--- config.mk ---
export PLATFORM = sky130hd
export DESIGN_NAME = multu_sequencer
export DESIGN_NICKNAME = d
export VERILOG_FILES = /design/src/rtl/mips_pkg.sv /design/src/rtl/multu_step.sv /design/src/rtl/multu_sequencer.sv
export SDC_FILE = /design/constraint.sdc
export NUM_CORES = 1
export LEC_CHECK = 0
export ABC_AREA = 1
export CORE_UTILIZATION = 35
export CTS_BUF_LIST = sky130_fd_sc_hd__clkbuf_8 sky130_fd_sc_hd__clkbuf_16
export CTS_CLUSTER_DIAMETER = 150
export DETAILED_ROUTE_END_ITERATION = 12
export GPL_TIMING_DRIVEN = 0
export HOLD_SLACK_MARGIN = 0.15
export MAX_ROUTING_LAYER = met4
export PLACE_DENSITY_LB_ADDON = 0.08
export SETUP_SLACK_MARGIN = 0.4
export SLEW_MARGIN = 0
export SYNTH_ARGS = -nofsm -noshare
export SYNTH_HDL_FRONTEND = slang
export SYNTH_HIERARCHICAL = 1
export SYNTH_SLANG_ARGS = --single-unit
--- constraint.sdc ---
create_clock -name clk -period 6.3 [get_ports clk]
set_clock_uncertainty 0.05 [all_clocks]
set_input_delay 1.26 -clock clk [delete_from_list [all_inputs] [get_ports clk]]
set_output_delay 1.26 -clock clk [all_outputs]
set_load 0.005 [all_outputs]
--- src/rtl/mips_pkg.sv ---
// mips_pkg: constants shared by the MIPS EX-stage blocks.
//   - R-type funct codes for the multiply unit (MULTU / MFHI / MFLO)
//   - state encoding of the multiply sequencer FSM
package mips_pkg;

    localparam logic [5:0] FUNCT_MULTU = 6'b011001;
    localparam logic [5:0] FUNCT_MFHI  = 6'b010000;
    localparam logic [5:0] FUNCT_MFLO  = 6'b010010;

    typedef enum logic [1:0] {
        IDLE = 2'd0,
        RUN  = 2'd1,
        DONE = 2'd2
    } mul_state_e;

endpackage

--- src/rtl/multu_step.sv ---
// multu_step: one combinational shift-add step of the unsigned multiplier.
//   product_i [2W-1:0]  current {partial sum, remaining multiplier bits}
//   mcand_i   [W-1:0]   multiplicand
//   product_o [2W-1:0]  product after this step
module multu_step #(
    parameter int WIDTH = 32
) (
    input  logic [2*WIDTH-1:0] product_i,
    input  logic [WIDTH-1:0]   mcand_i,
    output logic [2*WIDTH-1:0] product_o
);

    logic [WIDTH:0] sum;

    // The carry out of the upper half is kept and shifted in as the new MSB,
    // so no bit of the exact product is ever lost.
    always_comb begin
        sum       = {1'b0, product_i[2*WIDTH-1:WIDTH]}
                  + (product_i[0] ? {1'b0, mcand_i} : '0);
        product_o = {sum, product_i[WIDTH-1:1]};
    end

endmodule

--- src/rtl/multu_sequencer.sv ---
// multu_sequencer: multi-cycle unsigned multiply unit (MULTU/MFHI/MFLO).
//   clk, rst          clock, async active-high reset
//   start, op_a, op_b MULTU issued from EX with its operands
//   mf_req, mf_sel    MFHI/MFLO in ID (mf_sel: 1 = HI, 0 = LO)
//   busy              multiply in progress
//   done              one-cycle pulse, HI/LO hold the new product
//   stall             freeze PC, IF/ID and ID/EX
//   mf_data           combinational HI/LO read
//   hi, lo            architectural HI/LO registers
module multu_sequencer
    import mips_pkg::*;
#(
    parameter  int WIDTH = 32,
    localparam int CNT_W = $clog2(WIDTH) + 1
) (
    input  logic             clk,
    input  logic             rst,
    input  logic             start,
    input  logic [WIDTH-1:0] op_a,
    input  logic [WIDTH-1:0] op_b,
    input  logic             mf_req,
    input  logic             mf_sel,
    output logic             busy,
    output logic             done,
    output logic             stall,
    output logic [WIDTH-1:0] mf_data,
    output logic [WIDTH-1:0] hi,
    output logic [WIDTH-1:0] lo
);

    mul_state_e         state_q, state_d;
    logic [CNT_W-1:0]   count_q, count_d;
    logic [2*WIDTH-1:0] product_q, product_d;
    logic [WIDTH-1:0]   mcand_q, mcand_d;
    logic [WIDTH-1:0]   hi_q, hi_d;
    logic [WIDTH-1:0]   lo_q, lo_d;

    logic [2*WIDTH-1:0] product_step;
    logic               accept;
    logic               last_step;

    multu_step #(.WIDTH(WIDTH)) u_step (
        .product_i (product_q),
        .mcand_i   (mcand_q),
        .product_o (product_step)
    );

    // A start seen while RUN is a structural hazard: it is stalled, not taken.
    assign accept    = start && (state_q != RUN);
    assign last_step = (state_q == RUN) && (count_q == CNT_W'(WIDTH - 1));

    // State register
    always_ff @(posedge clk or posedge rst) begin
        if (rst) begin
            state_q <= IDLE;
        end else begin
            state_q <= state_d;
        end
    end

    // Next-state logic
    always_comb begin
        state_d = state_q;
        unique case (state_q)
            IDLE:    if (start) state_d = RUN;
            RUN:     if (last_step) state_d = DONE;
            DONE:    state_d = start ? RUN : IDLE;
            default: state_d = IDLE;
        endcase
    end

    // Outputs. The MF in ID is younger than a MULTU accepted this cycle, so
    // it must wait for that product as well.
    always_comb begin
        busy  = (state_q == RUN);
        done  = (state_q == DONE);
        stall = ((state_q == RUN) && (mf_req || start)) || (start && mf_req);
    end

    // Datapath
    always_comb begin
        count_d   = count_q;
        product_d = product_q;
        mcand_d   = mcand_q;
        hi_d      = hi_q;
        lo_d      = lo_q;
        if (accept) begin
            product_d = {{WIDTH{1'b0}}, op_b};
            mcand_d   = op_a;
            count_d   = '0;
        end else if (state_q == RUN) begin
            product_d = product_step;
            count_d   = count_q + 1'b1;
            if (last_step) begin
                hi_d = product_step[2*WIDTH-1:WIDTH];
                lo_d = product_step[WIDTH-1:0];
            end
        end
    end

    always_ff @(posedge clk or posedge rst) begin
        if (rst) begin
            count_q   <= '0;
            product_q <= '0;
            mcand_q   <= '0;
            hi_q      <= '0;
            lo_q      <= '0;
        end else begin
            count_q   <= count_d;
            product_q <= product_d;
            mcand_q   <= mcand_d;
            hi_q      <= hi_d;
            lo_q      <= lo_d;
        end
    end

    assign hi      = hi_q;
    assign lo      = lo_q;
    assign mf_data = mf_sel ? hi_q : lo_q;

endmodule
==> impl_metrics.env, run 1 <==
export IMPL_status="finished, final reports clean"
export IMPL_startpoint_type="input port"
export IMPL_core_area_um2=28010
export IMPL_post_route_period_util_pct=65.24
export IMPL_slew_headroom_pct=56.00
export IMPL_synthArstFlopShare_pct=100.0
export IMPL_n_antenna_cell=0
export IMPL_num_rows=61
export IMPL_path_buf_inv=3
export IMPL_clock_root_buffer="clkbuf_16"
export IMPL_gp_congestion=0.9113
export IMPL_setup_tns_ns=0
export IMPL_grt_pass1_vias=8986
export IMPL_syn_inst=1408
export IMPL_drt_iter0_drc=594
export IMPL_worst_path_dominant_cell_family="buffers and inverters"
export IMPL_ios=168
export IMPL_drv_slew=0
export IMPL_slowest_stage="clkdlybuf4s50_1"
export IMPL_avgSynthCellArea_um2=7.134
export IMPL_path_class="input port to output pin"
export IMPL_arrival_ns=2.80
export IMPL_grt_overflow_total=0
export IMPL_crit_path_cell_trace="clkbuf_1, buf_2, mux2_2, clkdlybuf4s50_1"
export IMPL_fill_cells=2956
export IMPL_htree_levels=4
export IMPL_ys_seq_area_share_pct=41.85
export IMPL_post_place_ws_ns=2.186
export IMPL_die_x_um=171.4
export IMPL_final_nets=1697
export IMPL_dp_hpwl_mm=23.13
export IMPL_fin_cells=1985
export IMPL_drive_gt1_share_pct=10.21
export IMPL_irDropWorstVdd_v=0.0001964
export IMPL_powerDensity_nw_per_um2=280.0
export IMPL_syn_cell_area_um2=10040
export IMPL_hold_buffers=0
export IMPL_vias=9062
export IMPL_worstPathMaxFanout=10
export IMPL_cts_tree="done"
export IMPL_clkSinkCount=168
export IMPL_finalHoldViolCount=0
export IMPL_ys_warnings_count=6
export IMPL_die_area_um2=29380
export IMPL_setup_slack_ns=2.190
export IMPL_synth_edf_count=0
export IMPL_worst_pin_slew_ns=0.6600
export IMPL_clockBufferDepth=2
export IMPL_crit_path_max_incr_delay_ns=0.47
export IMPL_power_uw=3577
export IMPL_dp_cells=1953
export IMPL_path_clk_slew_ns=0.07
export IMPL_fin_crit_ns=4.110
export IMPL_finalCoreUtilization_pct=45.61
export IMPL_hold_path_class="register to register"
export IMPL_crit_path_end_kind="output pin"
export IMPL_ys_types=29
export IMPL_grt_util_all_layers_pct=22.26
export IMPL_route_detailed_drc=0
export IMPL_synth_fp_nets=1511
export IMPL_antenna_found_initial=0
export IMPL_post_cts_buffers=0
export IMPL_power_leakage_uw=0.007104
export IMPL_max_cap_viol_count=0
export IMPL_port_buffers=166
export IMPL_synth_seq_cells=168
export IMPL_initial_core_util_pct=35.86
export IMPL_drtPass1Iterations=5
export IMPL_wl_per_cell_um=15.05
export IMPL_wirelength_mm=29.88
export IMPL_grt_max_degree=88
export IMPL_worstSkewPairLatency_ns=0.44
export IMPL_post_cts_resized=0
export IMPL_syn2layout_area_growth_pct=27.18
export IMPL_cts_made_buffers=17
export IMPL_grt_pass1_wl_mm=48.56
export IMPL_via_per_inst=4.565
export IMPL_crit_required_ns=4.99
export IMPL_synthFlopType="dfrtp_1"
export IMPL_antenna_left=0
export IMPL_rsz0062_at_grt="false"
export IMPL_setup_violations=0
export IMPL_max_freq_mhz=243.3
export IMPL_die_h_um=171.4
report_power, final:
group / switching [µW] / total (µW) / leakage, µW / internal [µW]
Sequential: 104 / 1360 / 0.00209 / 1250
Combinational: 739 / 1190 / 0.00474 / 448
Clock: 512 / 1030 / 0.000270 / 521
Total: 1350 / 3580 / 0.00710 / 2220
sequential cells by signal, summed over array words and instances (netlist names):
| register | count |
|---|---|
| product_q | 64 |
| hi | 32 |
| lo | 32 |
| mcand_q | 32 |
| count_q | 6 |
| state_q | 2 |
placed cells by master (no fill, tap or decap), types with 3 or more instances in the layout:
cell type / count
a21oi_1: 21
buf_2: 17
buf_4: 44
buf_6: 7
clkbuf_1: 13
clkbuf_16: 17
clkdlybuf4s50_1: 166
clkinvlp_4: 3
dfrtp_1: 168
ha_1: 33
inv_1: 154
inv_2: 4
inv_6: 5
inv_8: 4
mux2_2: 30
nand2_1: 683
nand2_2: 16
nand3_1: 122
nand3_2: 6
nand4_1: 5
nor2_1: 41
nor2_2: 4
nor3_1: 5
o21ai_0: 6
xor2_1: 15
stage by stage:
step / hold WS [ns] / area [µm²]
after CTS: 0.4342 / 12770
after global routing: 0.4469 / 12770
after global placement: 0.4116 / 12180
final: 0.4296 / 12770
after floorplan: 0.3983 / 10040
after detailed placement: 0.4151 / 12210
worst paths after layout:
path / depth (start not counted) / slack (ns) / to / startpoint
max in group asynchronous: 3 / 4.10 / mcand_q[2] / rst
worst max-delay path: 4 / 2.19 / mf_data[29] / mf_sel
worst max register to register: 14 / 3.56 / hi[24] / product_q[0]
worst min-delay path: 2 / 0.43 / mcand_q[19] / mcand_q[19]
min in group asynchronous: 2 / 1.23 / product_q[26] / rst
worst min register to register: 2 / 0.43 / mcand_q[19] / mcand_q[19]
Yosys cell counts, types with 4 or more instances:
| master | instances | share of area (%) |
|---|---|---|
| nand4_1 | 5 | 0.31 |
| inv_1 | 155 | 5.8 |
| o21ai_0 | 6 | 0.30 |
| mux2_2 | 30 | 3.4 |
| nand2_2 | 16 | 1.0 |
| nand3_1 | 122 | 6.1 |
| nor2_1 | 41 | 1.5 |
| nor3_1 | 5 | 0.25 |
| ha_1 | 33 | 4.1 |
| a21oi_1 | 21 | 1.0 |
| inv_2 | 4 | 0.15 |
| nand3_2 | 6 | 0.60 |
| nor2_2 | 4 | 0.25 |
| clkbuf_1 | 13 | 0.49 |
| nand2_1 | 683 | 26 |
| xor2_1 | 15 | 1.3 |
| buf_4 | 44 | 3.3 |
| dfrtp_1 | 168 | 42 |
| buf_6 | 7 | 0.78 |
| buf_2 | 17 | 0.85 |
cell families after synthesis:
kind of cell / share of synthesized area, %
buffers and inverters: 11.42
adder cells (fa/ha/maj): 4.310
flip-flops: 41.85
multiplexers: 3.587
XOR/XNOR: 1.308
AND/OR/NAND/NOR: 35.95
AO/OA/AOI/OAI: 1.569
worst min-delay path, cell delays in order (launching register included):
cell and delay [ns]:
dfrtp_1 0.34, nand2_1 0.05, nand2_1 0.06
cell type report:
cell class | count | area, µm² | share of cell area [%]
clock buffer | 17 | 425.4 | 3.330
buffer | 83 | 550.5 | 4.309
sequential | 168 | 4204 | 32.91
timing repair buffer | 167 | 1689 | 13.22
inverter | 159 | 604.3 | 4.731
tap | 378 | 473.0 | 3.702
clock inverter | 15 | 135.1 | 1.058
multi-input combinational | 998 | 4693 | 36.74
layer usage:
metal / global-route usage [%] / vias to the layer above / share of wire, %
li1: - / 4647 / -
met1: 29.53 / 4211 / 49
met2: 35.08 / 177 / 46
met3: 4.303 / 27 / 4.1
met4: 4.930 / 0 / 1.3
met5: - / - / 0
Power figures use the tool's default switching activity.
==> inputs of run 2 (changes only) <==
==> constraint.sdc (replaced) <==
create_clock -name clk -period 4 [get_ports clk]
set_clock_uncertainty 0.05 [all_clocks]
set_input_delay 0.8 -clock clk [delete_from_list [all_inputs] [get_ports clk]]
set_output_delay 0.8 -clock clk [all_outputs]
set_load 0.005 [all_outputs]
==> impl_metrics.env, run 2 (synthesis results as in run 1) <==
export IMPL_initial_core_util_pct=35.86
export IMPL_via_per_inst=4.576
export IMPL_setup_tns_ns=0
export IMPL_worst_pin_slew_ns=0.6754
export IMPL_seqCellArea_um2=4204
export IMPL_rsz0062_at_grt="false"
export IMPL_final_nets=1700
export IMPL_final_area_um2=12880
export IMPL_post_route_period_util_pct=80.73
export IMPL_power_leakage_uw=0.007151
export IMPL_regMostFlops="product_q"
export IMPL_drive_gt1_share_pct=10.37
export IMPL_grt_overflow_total=0
export IMPL_htree_levels=4
export IMPL_route_detailed_drc=0
export IMPL_drv_slew=0
export IMPL_dpl_cell_area_um2=12260
export IMPL_wl_per_cell_um=15.16
export IMPL_slowest_stage="clkdlybuf4s50_1"
export IMPL_powerDensity_nw_per_um2=449.4
export IMPL_num_rows=61
export IMPL_dp_hpwl_mm=23.64
export IMPL_grt_pass1_wl_mm=48.53
export IMPL_max_freq_mhz=309.7
export IMPL_syn2layout_area_growth_pct=28.26
export IMPL_largest_reg_flops=64
export IMPL_drtPass1Iterations=5
export IMPL_ios=168
export IMPL_power_uw=5790
export IMPL_finalHoldViolCount=0
export IMPL_worstPathMaxFanout=10
export IMPL_grt_pass1_vias=9040
export IMPL_fin_crit_ns=3.229
export IMPL_fill_cells=2942
export IMPL_hold_path_class="register to register"
export IMPL_gp_congestion=0.9106
export IMPL_n_antenna_cell=0
export IMPL_vias=9097
export IMPL_wirelength_mm=30.14
export IMPL_port_buffers=166
export IMPL_antenna_found_initial=0
export IMPL_crit_path_cell_trace="clkbuf_1, buf_2, mux2_2, clkdlybuf4s50_1"
export IMPL_startpoint_type="input port"
export IMPL_cts_tree="done"
export IMPL_path_clk_slew_ns=0.06
export IMPL_worstSkewPairLatency_ns=0.44
export IMPL_worst_hold_slack_ns=0.4299
export IMPL_clkSinkCount=168
export IMPL_clock_root_buffer="clkbuf_16"
export IMPL_post_cts_resized=0
export IMPL_clockBufferDepth=2
export IMPL_crit_path_max_incr_delay_ns=0.48
export IMPL_setup_violations=0
export IMPL_post_cts_buffers=0
export IMPL_slew_headroom_pct=54.97
export IMPL_layout_commonest_cell="nand2_1"
export IMPL_layout_common_cells="nand2_1 (683), dfrtp_1 (168), clkdlybuf4s50_1 (166)"
export IMPL_die_h_um=171.4
export IMPL_crit_required_ns=3.15
export IMPL_status="finished, final reports clean"
export IMPL_die_x_um=171.4
export IMPL_arrival_ns=2.38
export IMPL_hold_buffers=0
export IMPL_grt_util_all_layers_pct=22.38
export IMPL_grt_max_degree=40
export IMPL_irDropWorstVdd_v=0.0003154
export IMPL_drt_iter0_drc=597
export IMPL_cts_made_buffers=17
export IMPL_antenna_left=0
export IMPL_max_cap_viol_count=0
export IMPL_multi_input_area_um2=4693
export IMPL_path_class="input port to output pin"
export IMPL_crit_path_end_kind="output pin"
export IMPL_core_area_um2=28010
export IMPL_die_area_um2=29380
[run 2: changes by cell type in the layout (fill, tap and decap cells not counted)]
cell       delta
buf_12        +4
buf_16        -1
bufinv_16     +3
clkinv_4      +3
inv_6         -3
inv_8         -3
[run 2: worst paths after layout]
path,startpoint,to,slack [ns],depth (start not counted)
setup / recovery,mf_sel,mf_data[29],0.77,4
hold / removal,product_q[36],product_q[36],0.43,2
setup reg to reg,product_q[0],hi[26],1.25,16
hold reg to reg,product_q[36],product_q[36],0.43,2
max in group asynchronous,rst,mcand_q[27],2.32,4
min in group asynchronous,rst,product_q[15],0.72,2
[run 2: through the flow]
step	util, %	setup slack [ns]	instances
2_1_floorplan	-	1.009	1408
3_3_place_gp	43.49	-0.6822	1952
3_5_place_dp	43.78	0.7868	1956
4_1_cts	46.00	0.7725	1988
5_1_grt	46.00	0.6723	1988
6_report	46.00	0.7707	1988
[run 2: layout make-up]
| type | count | area share, % |
|---|---|---|
| Sequential cell | 168 | 32.63 |
| Multi-Input combinational cell | 998 | 36.43 |
| Clock inverter | 15 | 1.515 |
| Timing Repair Buffer | 170 | 13.52 |
| Clock buffer | 17 | 3.302 |
| Tap cell | 378 | 3.671 |
| Inverter | 159 | 4.662 |
| Buffer | 83 | 4.273 |
[run 2: power by group]
group	switching, µW	internal, µW
registers	164	1970
clock network	772	998
logic	1170	712
total	2110	3680
[run 2: per-layer routing]
layer,part of all wire (%),GRT usage (%),vias to the layer above
met5,0,-,-
met4,1.0,4.969,0
met3,3.5,3.682,17
met2,47,36.00,162
met1,49,29.51,4269
li1,-,-,4649
[run 2: critical path, delay by kind of cell]
| kind | cells | cell delay, ns |
|---|---|---|
| muxes | 1 | 0.37 |
| buffers and inverters | 3 | 1.21 |
==> inputs of run 3 (changes only) <==
==> constraint.sdc (replaced) <==
create_clock -name clk -period 3.3 [get_ports clk]
set_clock_uncertainty 0.05 [all_clocks]
set_input_delay 0.66 -clock clk [delete_from_list [all_inputs] [get_ports clk]]
set_output_delay 0.66 -clock clk [all_outputs]
set_load 0.005 [all_outputs]
==> impl_metrics.env, run 3 (synthesis results as in run 1) <==
export IMPL_reg2reg_depth=16
export IMPL_htree_levels=4
export IMPL_gp_congestion=0.9106
export IMPL_switching_share_pct=36.46
export IMPL_die_x_um=171.4
export IMPL_post_route_period_util_pct=83.51
export IMPL_endpoint="busy"
export IMPL_layout_commonest_cell="nand2_1"
export IMPL_hold_path_class="register to register"
export IMPL_syn2layout_area_growth_pct=28.50
export IMPL_crit_path_max_incr_delay_ns=0.51
export IMPL_p_int_uw=4470
export IMPL_wl_per_cell_um=15.18
export IMPL_layout_common_cells="nand2_1 (683), dfrtp_1 (168), clkdlybuf4s50_1 (166)"
export IMPL_crit_start="state_q[1]"
export IMPL_irDropWorstVdd_v=0.0003857
export IMPL_drt_iter0_drc=578
export IMPL_n_antenna_cell=0
export IMPL_grt_pass1_vias=9046
export IMPL_crit_path_end_kind="output pin"
export IMPL_path_class="register to output pin"
export IMPL_slowest_stage="clkdlybuf4s50_1"
export IMPL_via_per_inst=4.567
export IMPL_clock_root_buffer="clkbuf_16"
export IMPL_power_uw=7035
export IMPL_antenna_left=0
export IMPL_drive_gt1_share_pct=10.62
export IMPL_power_leakage_uw=0.007171
export IMPL_seqPwrFrac_pct=36.8
export IMPL_max_cap_viol_count=0
export IMPL_crit_required_ns=2.59
export IMPL_reg2reg_from="product_q[0]"
export IMPL_clockBufferDepth=2
export IMPL_setup_violations=0
export IMPL_path_clk_slew_ns=0.07
export IMPL_worst_pin_slew_ns=0.6680
export IMPL_die_area_um2=29380
export IMPL_cts_tree="done"
export IMPL_final_nets=1700
export IMPL_worstPathMaxFanout=10
export IMPL_grt_overflow_total=0
export IMPL_fin_crit_ns=2.756
export IMPL_vias=9080
export IMPL_num_rows=61
export IMPL_p_sw_uw=2565
export IMPL_core_area_um2=28010
export IMPL_drv_slew=0
export IMPL_arrival_ns=2.05
export IMPL_antenna_found_initial=0
export IMPL_timing_rr_end="hi[26]"
export IMPL_ios=168
export IMPL_regMostFlops="product_q"
export IMPL_status="finished, final reports clean"
export IMPL_die_h_um=171.4
export IMPL_reg2reg_slack_ns=0.69
export IMPL_wirelength_mm=30.18
export IMPL_powerDensity_nw_per_um2=545.0
export IMPL_path_depth=6
export IMPL_worst_path_dominant_cell_family="buffers and inverters"
export IMPL_route_detailed_drc=0
export IMPL_clkSinkCount=168
export IMPL_worstSkewPairLatency_ns=0.44
export IMPL_slew_headroom_pct=55.47
export IMPL_initial_core_util_pct=35.86
export IMPL_largest_reg_flops=64
export IMPL_p_comb_share_pct=32.6
export IMPL_path_buf_inv=5
export IMPL_grt_util_all_layers_pct=22.39
export IMPL_startpoint_type="register"
export IMPL_finalHoldViolCount=0
export IMPL_dp_hpwl_mm=23.64
export IMPL_crit_path_cell_trace="inv_1, nand2_4, inv_4, buf_6, buf_4, clkdlybuf4s50_1"
export IMPL_pwr_share_clk_pct=30.6
export IMPL_drtPass1Iterations=8
export IMPL_grt_pass1_wl_mm=48.54
export IMPL_grt_max_degree=40
export IMPL_port_buffers=166
export IMPL_worst_hold_slack_ns=0.4299
export IMPL_max_freq_mhz=362.9
export IMPL_cts_made_buffers=17
export IMPL_rsz0062_at_grt="false"
## run 3: cell counts in the layout (fill, tap and decap cells not counted)
No cell type changed its count.
## run 3: power by group through the flow
| stage | Combinational [µW] | Clock [µW] | Sequential (µW) |
|---|---|---|---|
| 6_report | 2290 | 2150 | 2590 |
| 5_1_grt | 2600 | 2290 | 2630 |
| 4_1_cts | 2320 | 2210 | 2590 |
| 3_5_place_dp | 2310 | 0 | 2630 |
| 3_3_place_gp | 2280 | 0 | 2620 |
| 2_1_floorplan | 1610 | 0 | 2580 |
## run 3: metal layers
metal / up-vias / part of all wire, % / global-route usage (%)
li1: 4648 / - / -
met2: 169 / 47 / 36.04
met5: - / 0 / -
met3: 21 / 3.5 / 3.682
met1: 4242 / 49 / 29.50
met4: 0 / 1.0 / 4.969
## run 3: through the flow
step                utilization [%]  setup TNS, ns  setup WS [ns]  area (µm²)  std cells
detailed placement            43.78              0         0.3668       12260       1956
global placement              43.49        -204.93         -1.242       12180       1952
CTS                           46.02              0         0.3657       12890       1988
finish                        46.08              0         0.5441       12910       1988
floorplan                         -              0         0.4493       10050       1408
global route                  46.08              0         0.4139       12910       1988
## run 3: worst min-delay path by stage
stage / from / end / slack (ns) / cells after the start
global route: product_q[36] / product_q[36] / 0.45 / 2
finish: product_q[36] / product_q[36] / 0.43 / 2
CTS: product_q[52] / product_q[52] / 0.43 / 2
floorplan: product_q[32] / product_q[32] / 0.40 / 2
global placement: product_q[56] / product_q[56] / 0.41 / 2
detailed placement: product_q[52] / product_q[52] / 0.42 / 2
## run 3: worst register-to-register path: stages, from the launching register on
cell	delay, ns
dfrtp_1	0.52
clkbuf_2	0.30
nand2_1	0.10
inv_1	0.07
ha_1	0.27
nand2_1	0.18
inv_1	0.06
a21oi_1	0.17
nand2_2	0.10
nand2_1	0.08
nand2_2	0.09
nand2_1	0.12
nand2_1	0.06
nand2_1	0.06
nand2_1	0.11
nand3_1	0.11
nand2_1	0.05
## run 3: layout make-up
| class | count | area (µm²) |
|---|---|---|
| Buffer | 83 | 566.8 |
| Multi-Input combinational cell | 998 | 4698 |
| Tap cell | 378 | 473.0 |
| Inverter | 159 | 603.1 |
| Sequential cell | 168 | 4204 |
| Clock inverter | 15 | 195.2 |
| Timing Repair Buffer | 170 | 1742 |
| Fill cell | 2942 | 15100 |
| Clock buffer | 17 | 425.4 |
## run 3: timing repair
action                     in CTS  in global routing
buffers inserted                0                  0
pin swaps                       0                  0
setup endpoints to repair      11                 57
resized for setup               3                 11
hold buffers                    0                  0
==> patch 1 (config.mk and constraints of run 2) <==
The 3 states of `mul_state_e` get a one-hot encoding in 3 bits.
--- a/src/rtl/mips_pkg.sv
+++ b/src/rtl/mips_pkg.sv
@@ -7,10 +7,10 @@
     localparam logic [5:0] FUNCT_MFHI  = 6'b010000;
     localparam logic [5:0] FUNCT_MFLO  = 6'b010010;
 
-    typedef enum logic [1:0] {
-        IDLE = 2'd0,
-        RUN  = 2'd1,
-        DONE = 2'd2
+    typedef enum logic [2:0] {
+        IDLE = 3'b001,
+        RUN  = 3'b010,
+        DONE = 3'b100
     } mul_state_e;
 
 endpackage
Formal check against the unedited RTL: same outputs for any inputs over 10 cycles, from zero or initial values and one cycle with rst high; not proved beyond that.
==> patch 1 against run 2 <==
- first-iteration DRC count down 20%
- via count shrank 0.25%
- total power up 3.5%
- cell area decreased by 0.55%
- synthesized area down 0.25%
- sequential cell count up 1
- count of clock-buffer cells in the layout unchanged
- routed wire length increased by 0.72%
- non-clock buffer count shrank 6
- die area is 0.25% lower
- worst setup slack got worse by 0.077 ns
- critical endpoint is now mf_data[15]
- largest cell class unchanged
==> patch 1: results (changes against run 2) <==
internal power 3710 uW (+0.73%); Signal buf overhead 0.176 (-0.00233); WL met1 14900 um (+1.1%); worst r2r path cells 13 (-3); Hold Path Origin mcand_q[28]$_DFFE_PP0P_; Clock Sinks 169 (+0.60%); Compound-Gate Fraction of Synth Area 0.0305 (+0.0148); DR vias 9074 (-0.25%); critical path arrival 2.46 ns (+0.08 ns); global-route wire length before repair 48600 um (+0.11%); largest cells by area after synthesis dfrtp_1, nand2_1, inv_1, ha_1, nand3_1; M2 GR Usage 0.348 (-0.0117); met2 routed WL 13600 um (-3.1%); Peak VDD IR 314 uV (-0.53%); status complete, no violations; post-detail-place hpwl 23700 um (about the same); nonclk inv count 176 (+11%); Port Buf Inserts 165 (-0.60%); leakage 0.00705 uW (-1.4%); Post-Synth Adder-Cell Area 0.0432 (+0.000108); Synth top cells by count nand2_1, inv_1, dfrtp_1; Mapped Nets 1506 (-0.33%); count of non-CTS buffers in the layout 247 (-2.4%); met3 Resource Use GR 0.0329 (-0.00391); gp weighted congestion 0.905 (-0.61%); fraction of area in multi-input gates 0.360 (-0.00442); Met3 Routed Length 1320 um (+25%); Final nets 1694 (-0.35%); CP endpoint mf_data[15]; GRT Overall Usage 0.224 (+0.000558); dpl cell area 0.0122 mm2 (-0.29%); post-DR wirelength/cell 15.3 um (+1.0%); R2R Setup Slk 1.20 ns (-0.05 ns); met1 Track Usage GR 0.304 (+0.00909); area grow syn2layout 27.9%; share of cells above drive strength 1 0.106 (+0.00226); DR iter-0 viols 480 (-20%)
[patch 1: cell count changes in the layout (fill, tap and decap cells not counted), moves of 4 or more]
cell      change
buf_2         +7
buf_4         -6
nand2_1      -11
inv_1        +17
clkbuf_1      -4
nand3_1      -41
o21ai_0      +29
inv_6         +4
clkinv_4      -4
[patch 1: stage by stage]
step                      worst slack [ns]  TNS [ns]
after CTS                            0.697         0
after global placement              -0.668   -109.84
after floorplan                      0.996         0
after detailed placement             0.713         0
after global routing                 0.588         0
final                                0.693         0
[patch 1: power by group through the flow]
| stage | clock network [uW] | logic [uW] | registers [uW] |
|---|---|---|---|
| 4_1_cts | 1750 | 2100 | 2230 |
| 6_report | 1710 | 2060 | 2230 |
| 3_3_place_gp | 0 | 2070 | 2250 |
| 5_1_grt | 1810 | 2360 | 2270 |
| 2_1_floorplan | 0 | 1450 | 2200 |
| 3_5_place_dp | 0 | 2090 | 2260 |
==> patch 2 (flow settings as in run 2) <==
Without the edit above. `WIDTH` is set to 32 in 2 places; all go to 64.
--- a/src/rtl/multu_step.sv
+++ b/src/rtl/multu_step.sv
@@ -3,7 +3,7 @@
 //   mcand_i   [W-1:0]   multiplicand
 //   product_o [2W-1:0]  product after this step
 module multu_step #(
-    parameter int WIDTH = 32
+    parameter int WIDTH = 64
 ) (
     input  logic [2*WIDTH-1:0] product_i,
     input  logic [WIDTH-1:0]   mcand_i,
--- a/src/rtl/multu_sequencer.sv
+++ b/src/rtl/multu_sequencer.sv
@@ -10,7 +10,7 @@
 module multu_sequencer
     import mips_pkg::*;
 #(
-    parameter  int WIDTH = 32,
+    parameter  int WIDTH = 64,
     localparam int CNT_W = $clog2(WIDTH) + 1
 ) (
     input  logic             clk,
Interface: changed (5 resized); port bits go from 168 to 328. The function was not compared with the original's and may differ.
==> patch 2 against run 2 <==
- sequential cell count grew 161
- cell area grew 110%
- final cell count grew 120%
- total power grew 21%
- worst setup slack lost 0.096 ns
- synthesized area grew 110%
- routed wire length grew to 2.6 times the old value
- sequential power grew 56%
==> patch 2: results (changes against run 2) <==
Ant. Diodes 1 (+1); Largest register FFs 128 (+100%); NetSw 1590 uW (-24%); Syn Inst Count 3130 (+120%); Clock buf/inv share 0.0453 (-0.00286); Longest Clk Path Bufs 3 (+1); largest net degree at the start of global routing 42 (+5.0%); post-DR wirelength/cell 18.0 um (+19%); Place WS -0.0687 ns (-0.856 ns); hold_ws 0.423 ns (-0.00653 ns); Multi-input gate area 0.0103 mm2 (+120%); met2 routed WL 35900 um (+160%); gp weighted congestion 0.923 (+1.4%); share of cells above drive strength 1 0.106 (+0.00207); Slew HR 0.516 (-0.0341); Mapped Nets 3329 (+120%); placed insts 4247 (+120%); WL met1 36100 um (+140%); nonclk inv count 468 (+190%); Via density 4.61 (+0.85%); Synth top cells by count nand2_1, inv_1, dfrtp_1; count of non-CTS buffers in the layout 503 (+99%); Peak VDD IR 269 uV (-15%); multi-input gate count 2165 (+120%); htree depth 2 (-2); Storage cell area 0.00823 mm2 (+96%); drt total wl 77600 um (+160%); M2 GR Usage 0.417 (+0.0574); global-route wire length before repair 119000 um (+140%); status complete, no violations; sequential area share after synthesis 0.387 (-0.0320); post-detail-place hpwl 63700 um (+170%); reg2reg end hi[43]$_DFFE_PP0P_; leakage 0.0153 uW (+110%); DR iter-0 viols 1225 (+110%); Met3 Routed Length 2800 um (+170%); Hold Crit Endpoint product_q[94]$_DFFE_PP0P_; Filler cells 6327 (+120%); internal power 5410 uW (+47%); Max stage delay on crit path 0.53 ns (+0.05 ns); CTS buffer count 39 (+22); vias in the first global route 19886 (+120%)
-- patch 2: cell count changes in the layout (fill, tap and decap cells not counted), moves of 71 or more --
cell / before / now
clkdlybuf4s50_1: 166 / 326
dfrtp_1: 168 / 329
inv_1: 154 / 472
nand2_1: 683 / 1501
nand3_1: 122 / 51
nand4_1: 5 / 78
nor2_1: 41 / 156
-- patch 2: cells by family (layout without fill, tap and decap cells) --
| logic type | Yosys count | in the layout | synth area share |
|---|---|---|---|
| XOR/XNOR | 31 | 31 | 0.0127 |
| multiplexers | 64 | 64 | 0.0338 |
| flip-flops | 329 | 329 | 0.387 |
| other | 0 | 1 | 0 |
| buffers and inverters | 636 | 1041 | 0.132 |
| adder cells (fa/ha/maj) | 66 | 66 | 0.0391 |
| AND/OR/NAND/NOR | 1947 | 1947 | 0.382 |
| AO/OA/AOI/OAI | 57 | 57 | 0.0137 |
-- patch 2: metrics by stage --
| step | util | TNS, ns | area (um2) |
|---|---|---|---|
| global route | 0.447 | 0 | 27000 |
| global placement | 0.424 | -1255.70 | 25500 |
| floorplan | - | -408.84 | 21300 |
| CTS | 0.447 | 0 | 26900 |
| finish | 0.447 | 0 | 27000 |
| detailed placement | 0.427 | -0.184 | 25700 |
-- patch 2: how the worst max path moves through the flow --
stage,start,to,slack [ns],cells past startpoint
after floorplan,rst,count_q[0]$_DFFE_PP0P_,-1.24,1
after global placement,rst,lo[45]$_DFFE_PP0P_,-3.91,2
after detailed placement,product_q[0]$_DFFE_PP0P_,hi[30]$_DFFE_PP0P_,-0.07,16
after CTS,product_q[0]$_DFFE_PP0P_,hi[30]$_DFFE_PP0P_,0.42,16
after global routing,product_q[0]$_DFFE_PP0P_,hi[30]$_DFFE_PP0P_,0.42,16
final,mf_sel,mf_data[28],0.67,4
